**config.mk**
```make
export PLATFORM = sky130hd
export DESIGN_NAME = bf_skid
export DESIGN_NICKNAME = d
export VERILOG_FILES = /design/src/rtl/bf_skid.sv
export SDC_FILE = /design/constraint.sdc
export NUM_CORES = 1
export LEC_CHECK = 0
export CAP_MARGIN = 15
export CELL_PAD_IN_SITES_DETAIL_PLACEMENT = 1
export CELL_PAD_IN_SITES_GLOBAL_PLACEMENT = 2
export CORE_MARGIN = 2
export CORE_UTILIZATION = 29
export DETAILED_ROUTE_END_ITERATION = 12
export PLACE_DENSITY_LB_ADDON = 0.15
export SLEW_MARGIN = 20
export SYNTH_ARGS = -nofsm -noshare
export SYNTH_HDL_FRONTEND = slang
export SYNTH_SLANG_ARGS = --single-unit
```
**constraint.sdc**
```tcl
create_clock -name CLK -period 2.7 [get_ports CLK]
set_input_delay 0.27 -clock CLK [delete_from_list [all_inputs] [get_ports CLK]]
set_output_delay 0.27 -clock CLK [all_outputs]
set_load 0.01 [all_outputs]
```
**src/rtl/bf_skid.sv**
```systemverilog
// Elastic 32-bit skid buffer: valid/ready on both sides, one skid slot so that
// IN_READY depends only on registered state, plus a saturating stall counter.
module bf_skid #(
    parameter int WIDTH = 32,
    parameter int CNT_W = 16
) (
    input  logic             CLK,
    input  logic             RST,
    input  logic [WIDTH-1:0] IN,
    input  logic             IN_VALID,
    output logic             IN_READY,
    output logic [WIDTH-1:0] OUT,
    output logic             OUT_VALID,
    input  logic             OUT_READY,
    input  logic             FLUSH,
    output logic [1:0]       OCC,
    output logic [CNT_W-1:0] STALL_CNT
);

    // Encoding doubles as the occupancy count.
    typedef enum logic [1:0] {
        EMPTY = 2'd0,
        ONE   = 2'd1,
        FULL  = 2'd2
    } state_t;

    state_t             state_q, state_d;
    logic [WIDTH-1:0]   out_q, out_d;
    logic [WIDTH-1:0]   skid_q, skid_d;
    logic [CNT_W-1:0]   stall_q, stall_d;
    logic               in_ready_s;
    logic               out_valid_s;
    logic               push_s;
    logic               pop_s;

    assign in_ready_s  = (state_q != FULL);
    assign out_valid_s = (state_q != EMPTY);
    assign push_s      = IN_VALID & in_ready_s;
    assign pop_s       = out_valid_s & OUT_READY;

    // Next-state, data and stall-counter computation.
    always_comb begin
        state_d = state_q;
        out_d   = out_q;
        skid_d  = skid_q;
        stall_d = stall_q;

        if (out_valid_s && !OUT_READY && (stall_q != {CNT_W{1'b1}})) begin
            stall_d = stall_q + {{(CNT_W-1){1'b0}}, 1'b1};
        end else begin
            stall_d = stall_q;
        end

        // Flush wins; held data is left in place, only validity is dropped.
        if (FLUSH) begin
            state_d = EMPTY;
        end else begin
            case (state_q)
                EMPTY: begin
                    if (push_s) begin
                        out_d   = IN;
                        state_d = ONE;
                    end else begin
                        state_d = EMPTY;
                    end
                end
                ONE: begin
                    if (push_s && pop_s) begin
                        out_d   = IN;
                        state_d = ONE;
                    end else if (push_s) begin
                        skid_d  = IN;
                        state_d = FULL;
                    end else if (pop_s) begin
                        state_d = EMPTY;
                    end else begin
                        state_d = ONE;
                    end
                end
                FULL: begin
                    if (pop_s) begin
                        out_d   = skid_q;
                        state_d = ONE;
                    end else begin
                        state_d = FULL;
                    end
                end
                default: begin
                    state_d = EMPTY;
                end
            endcase
        end
    end

    // State, data and counter registers.
    always_ff @(posedge CLK or posedge RST) begin
        if (RST) begin
            state_q <= EMPTY;
            out_q   <= {WIDTH{1'b0}};
            skid_q  <= {WIDTH{1'b0}};
            stall_q <= {CNT_W{1'b0}};
        end else begin
            state_q <= state_d;
            out_q   <= out_d;
            skid_q  <= skid_d;
            stall_q <= stall_d;
        end
    end

    assign IN_READY  = in_ready_s;
    assign OUT_VALID = out_valid_s;
    assign OUT       = out_q;
    assign OCC       = state_q;
    assign STALL_CNT = stall_q;

endmodule

```
==> summary.txt <==
Status
  • Run status: finished, final reports clean

Yosys
  • Share of synthesized registers carrying an async set or reset: 1.00
  • Top FF cell, synth: sky130_fd_sc_hd__dfrtp_1
  • Leading area contributor after synthesis: sky130_fd_sc_hd__dfrtp_1
  • Commonest cells in the netlist: sky130_fd_sc_hd__nand2_1 (102), sky130_fd_sc_hd__dfrtp_1 (82), sky130_fd_sc_hd__mux2_2 (55)
  • Share of synthesized cell area in and, or, nand and nor gates: 0.162
  • Main area contributors after synthesis: sky130_fd_sc_hd__dfrtp_1 (55%), sky130_fd_sc_hd__mux2_2 (17%), sky130_fd_sc_hd__nand2_1 (10%)
  • Average cell area after synthesis: 11.5 um^2
  • Number of enable flip-flop cells after synthesis: 0
  • Post-synthesis cell area: between 0.003 and 0.004 mm^2
  • Synthesized Nets: roughly 360
  • Main combinational cell family by area after synthesis: multiplexers
  • Post-synthesis cell type count: 33
  • Post-synthesis adder-cell area fraction: 0.00335
  • Flops & latches, synth: just over 80
  • Synth top area share: 0.549
  • Parity-gate share of the synthesized area counting xor and xnor cells: 0.0352
  • Seq/Total Area, Yosys: 0.549
  • Synth Area in Compound Gates: 0.0198
  • Count of mapped cells out of synthesis: 324
  • Most frequent cell after synthesis: sky130_fd_sc_hd__nand2_1
  • Multiplexer fraction of the synthesized cell area: 0.206
  • Count of yosys warnings during synthesis: 0

Critical path
  • Crit. path cell count: 3
  • CP startpoint kind: flop
  • Maximum cell stage delay along the critical path: around 0.5 ns
  • Ordered list of cells on the worst path: nor2b_4 -> inv_1 -> clkdlybuf4s50_1
  • R2r setup slk: between 0.6 and 0.7 ns
  • Kind of cell adding the most delay to the critical path: buffers and inverters
  • Worst EP required: 2.43 ns
  • Combined buffer and inverter count along the critical path: 2
  • Maximum fanout count along the critical path: 18
  • Launch point of the worst reg-to-reg path: OCC[0]$_DFF_PP0_
  • Setup CP Type: flop to output pin
  • Endpoint class of the critical path: output pin
  • R2R depth: 5
  • Worst path slowest cell: sky130_fd_sc_hd__clkdlybuf4s50_1
  • Arr. time, crit path: 1.90 ns
  • Reg2reg end: OUT[18]$_DFFE_PP0P_

Power and ir drop
  • Power density normalized to cell area: around 740 mW/mm^2
  • Worst supply voltage drop on vdd: 322 uV
  • Static leakage: 2.24 nW

Finish
  • Final design utilization: 0.407
  • # fillers: 1401
  • Number of antenna repair diodes: 0
  • Layout Nets: roughly 450
  • Cell area after layout: 0.00514 mm^2
  • Syn-to-layout area delta: 37.5%
  • Fraction of layout cells with a size suffix above 1: 0.223

Floorplanning
  • Die area: between 0.01 and 0.015 mm^2
  • Starting density of the core: 0.296
  • Core box area: 0.0126 mm^2
  • Number of top-level pins: 89
  • Number of placement rows: 41
  • Die W: about 120 um
  • Die outline height: 117 um

Detailed routing
  • Routed wire length: 9010 um
  • Initial DRT Pass Iterations: 4
  • Wire length per cell after detailed routing: 15.2 um
  • Routed vias/inst: roughly 4.5
  • DRC violations left: 0
  • Count of vias placed by the detailed router: ~2700
  • Iteration-0 DRC Markers: 76
  • Post-route ant nets: 0

Clock network
  • Clock root buffer: sky130_fd_sc_hd__clkbuf_16
  • Setup Buffers After CTS: 0
  • Max Buffers Root-to-Sink: 2
  • Cells resized by post-CTS repair: 0
  • Number of buffers inserted by hold repair at cts: 0
  • Clock tree from TritonCTS: yes
  • Clk_lat worst skew: 0.33 ns
  • Reg clk slew, reported paths: 0.06 ns
  • Number of levels the H-tree was split into: 3
  • Total clock sinks: 82
  • CTS buffer count: 9

Global routing
  • Number of global-route vias before repair: ~3000
  • Grt ovf: 0
  • Wire length of the first global-routing pass: 15400 um
  • Initial antenna violation count: 0
  • Pin count of the biggest net entering global routing: 43
  • Global-route total usage across every layer: 0.140

Placement
  • Final RePlAce weighted congestion: 0.710
  • Area after detailed placement: 0.00482 mm^2
  • Input/output buffers: 88
  • Final HPWL from detailed placement: around 6000 um
  • Pre-CTS setup slack: 0.580 ns

STA
  • Final critical path time including I/O delays and setup: between 2 and 2.5 ns
  • Headroom to the max-slew limit: 0.634
  • Final worst hold slack: 0.187 ns
  • PnR worst setup slack: 0.528 ns
  • Maximum clock frequency: 0.460 GHz
  • Slew @ Worst Pin: 0.549 ns
  • Count of endpoints failing setup in the final report: 0
  • Setup TNS: 0 ns
  • Slew Limit Fails: 0
  • Final hold violations: 0
  • Maximum clock skew at final layout: 0.00580 ns
  • RSZ-0062 raised after global routing: no
  • Post-route fraction of the period consumed by the critical path: 0.804

Min path
  • Class of the tightest hold or removal check: input pin to async pin

Flow run
  • Maximum capacitance violations: 0
-- state kept, by name, summed over array words and instances (netlist names) --
name and flops:
OCC 2, OUT 32, STALL_CNT 16, skid_q 32
-- metrics by stage --
stage / cells / total power, mW
global route: 593 / 4.01
CTS: 593 / 3.86
global placement: 577 / 2.52
detailed placement: 577 / 2.54
finish: 593 / 3.79
floorplan: 324 / 2.10
-- worst register-to-register path, stage by stage, from the launching register on --
cell,delay [ns]
sky130_fd_sc_hd__dfrtp_1,0.48
sky130_fd_sc_hd__nor2b_4,0.48
sky130_fd_sc_hd__nand2_2,0.15
sky130_fd_sc_hd__a21oi_4,0.16
sky130_fd_sc_hd__buf_12,0.25
sky130_fd_sc_hd__mux2_2,0.38
-- cell families (layout without fill, tap and decap cells) --
family	Yosys count	in the layout
AOI/OAI and AO/OA	8	8
xor gates and xnor gates	15	15
adders and majority gates	1	1
buffers and inverters	15	112
DFF	82	82
muxes	65	65
and+or+nand+nor	138	138
-- cell type report --
| type | instances | area, um^2 | share of cell area |
|---|---|---|---|
| Clock inverter | 3 | 46.3 | 0.00901 |
| Multi-Input combinational cell | 227 | 1610 | 0.313 |
| Tap cell | 172 | 215 | 0.0419 |
| Inverter | 2 | 8.76 | 0.00171 |
| Clock buffer | 13 | 270 | 0.0526 |
| Sequential cell | 82 | 2050 | 0.400 |
| Timing Repair Buffer | 94 | 938 | 0.183 |
-- power breakdown --
group	total (mW)	switching, mW	internal (mW)
logic	0.821	0.292	0.529
registers	1.69	0.182	1.50
clock network	1.28	0.490	0.795
-- per-layer routing --
metal  GRT usage  up-vias  routed length (um)
met5           0        -                   0
met4      0.0429        0                 117
met3      0.0383       11                 435
met1       0.195     1329                4530
li1            -     1281                   -
met2       0.213       64                3930
-- placed cells by master, fill, tap and decap left out, types with 2 or more instances in the layout --
master                            count
sky130_fd_sc_hd__dfrtp_1             82
sky130_fd_sc_hd__and3_1               3
sky130_fd_sc_hd__mux2_2              55
sky130_fd_sc_hd__nor3_1               2
sky130_fd_sc_hd__xnor2_1             14
sky130_fd_sc_hd__buf_4                5
sky130_fd_sc_hd__nand2_1            102
sky130_fd_sc_hd__clkbuf_8             3
sky130_fd_sc_hd__clkdlybuf4s50_1     88
sky130_fd_sc_hd__nand4_1              9
sky130_fd_sc_hd__and4_1               3
sky130_fd_sc_hd__nor2b_1              3
sky130_fd_sc_hd__nor2_1               2
sky130_fd_sc_hd__mux2_4              10
sky130_fd_sc_hd__clkbuf_16            9
sky130_fd_sc_hd__nand3_1              6
-- worst max-delay path by stage --
stage	start	end	slack, ns
detailed placement	IN_VALID	OUT[3]$_DFFE_PP0P_	0.58
floorplan	RST	OCC[0]$_DFF_PP0_	0.32
CTS	OCC[0]$_DFF_PP0_	IN_READY	0.47
finish	OCC[0]$_DFF_PP0_	IN_READY	0.53
global placement	IN_VALID	OUT[31]$_DFFE_PP0P_	0.64
global route	OCC[1]$_DFF_PP0_	IN_READY	0.40
Note: power is estimated with default switching activity, not from simulation.
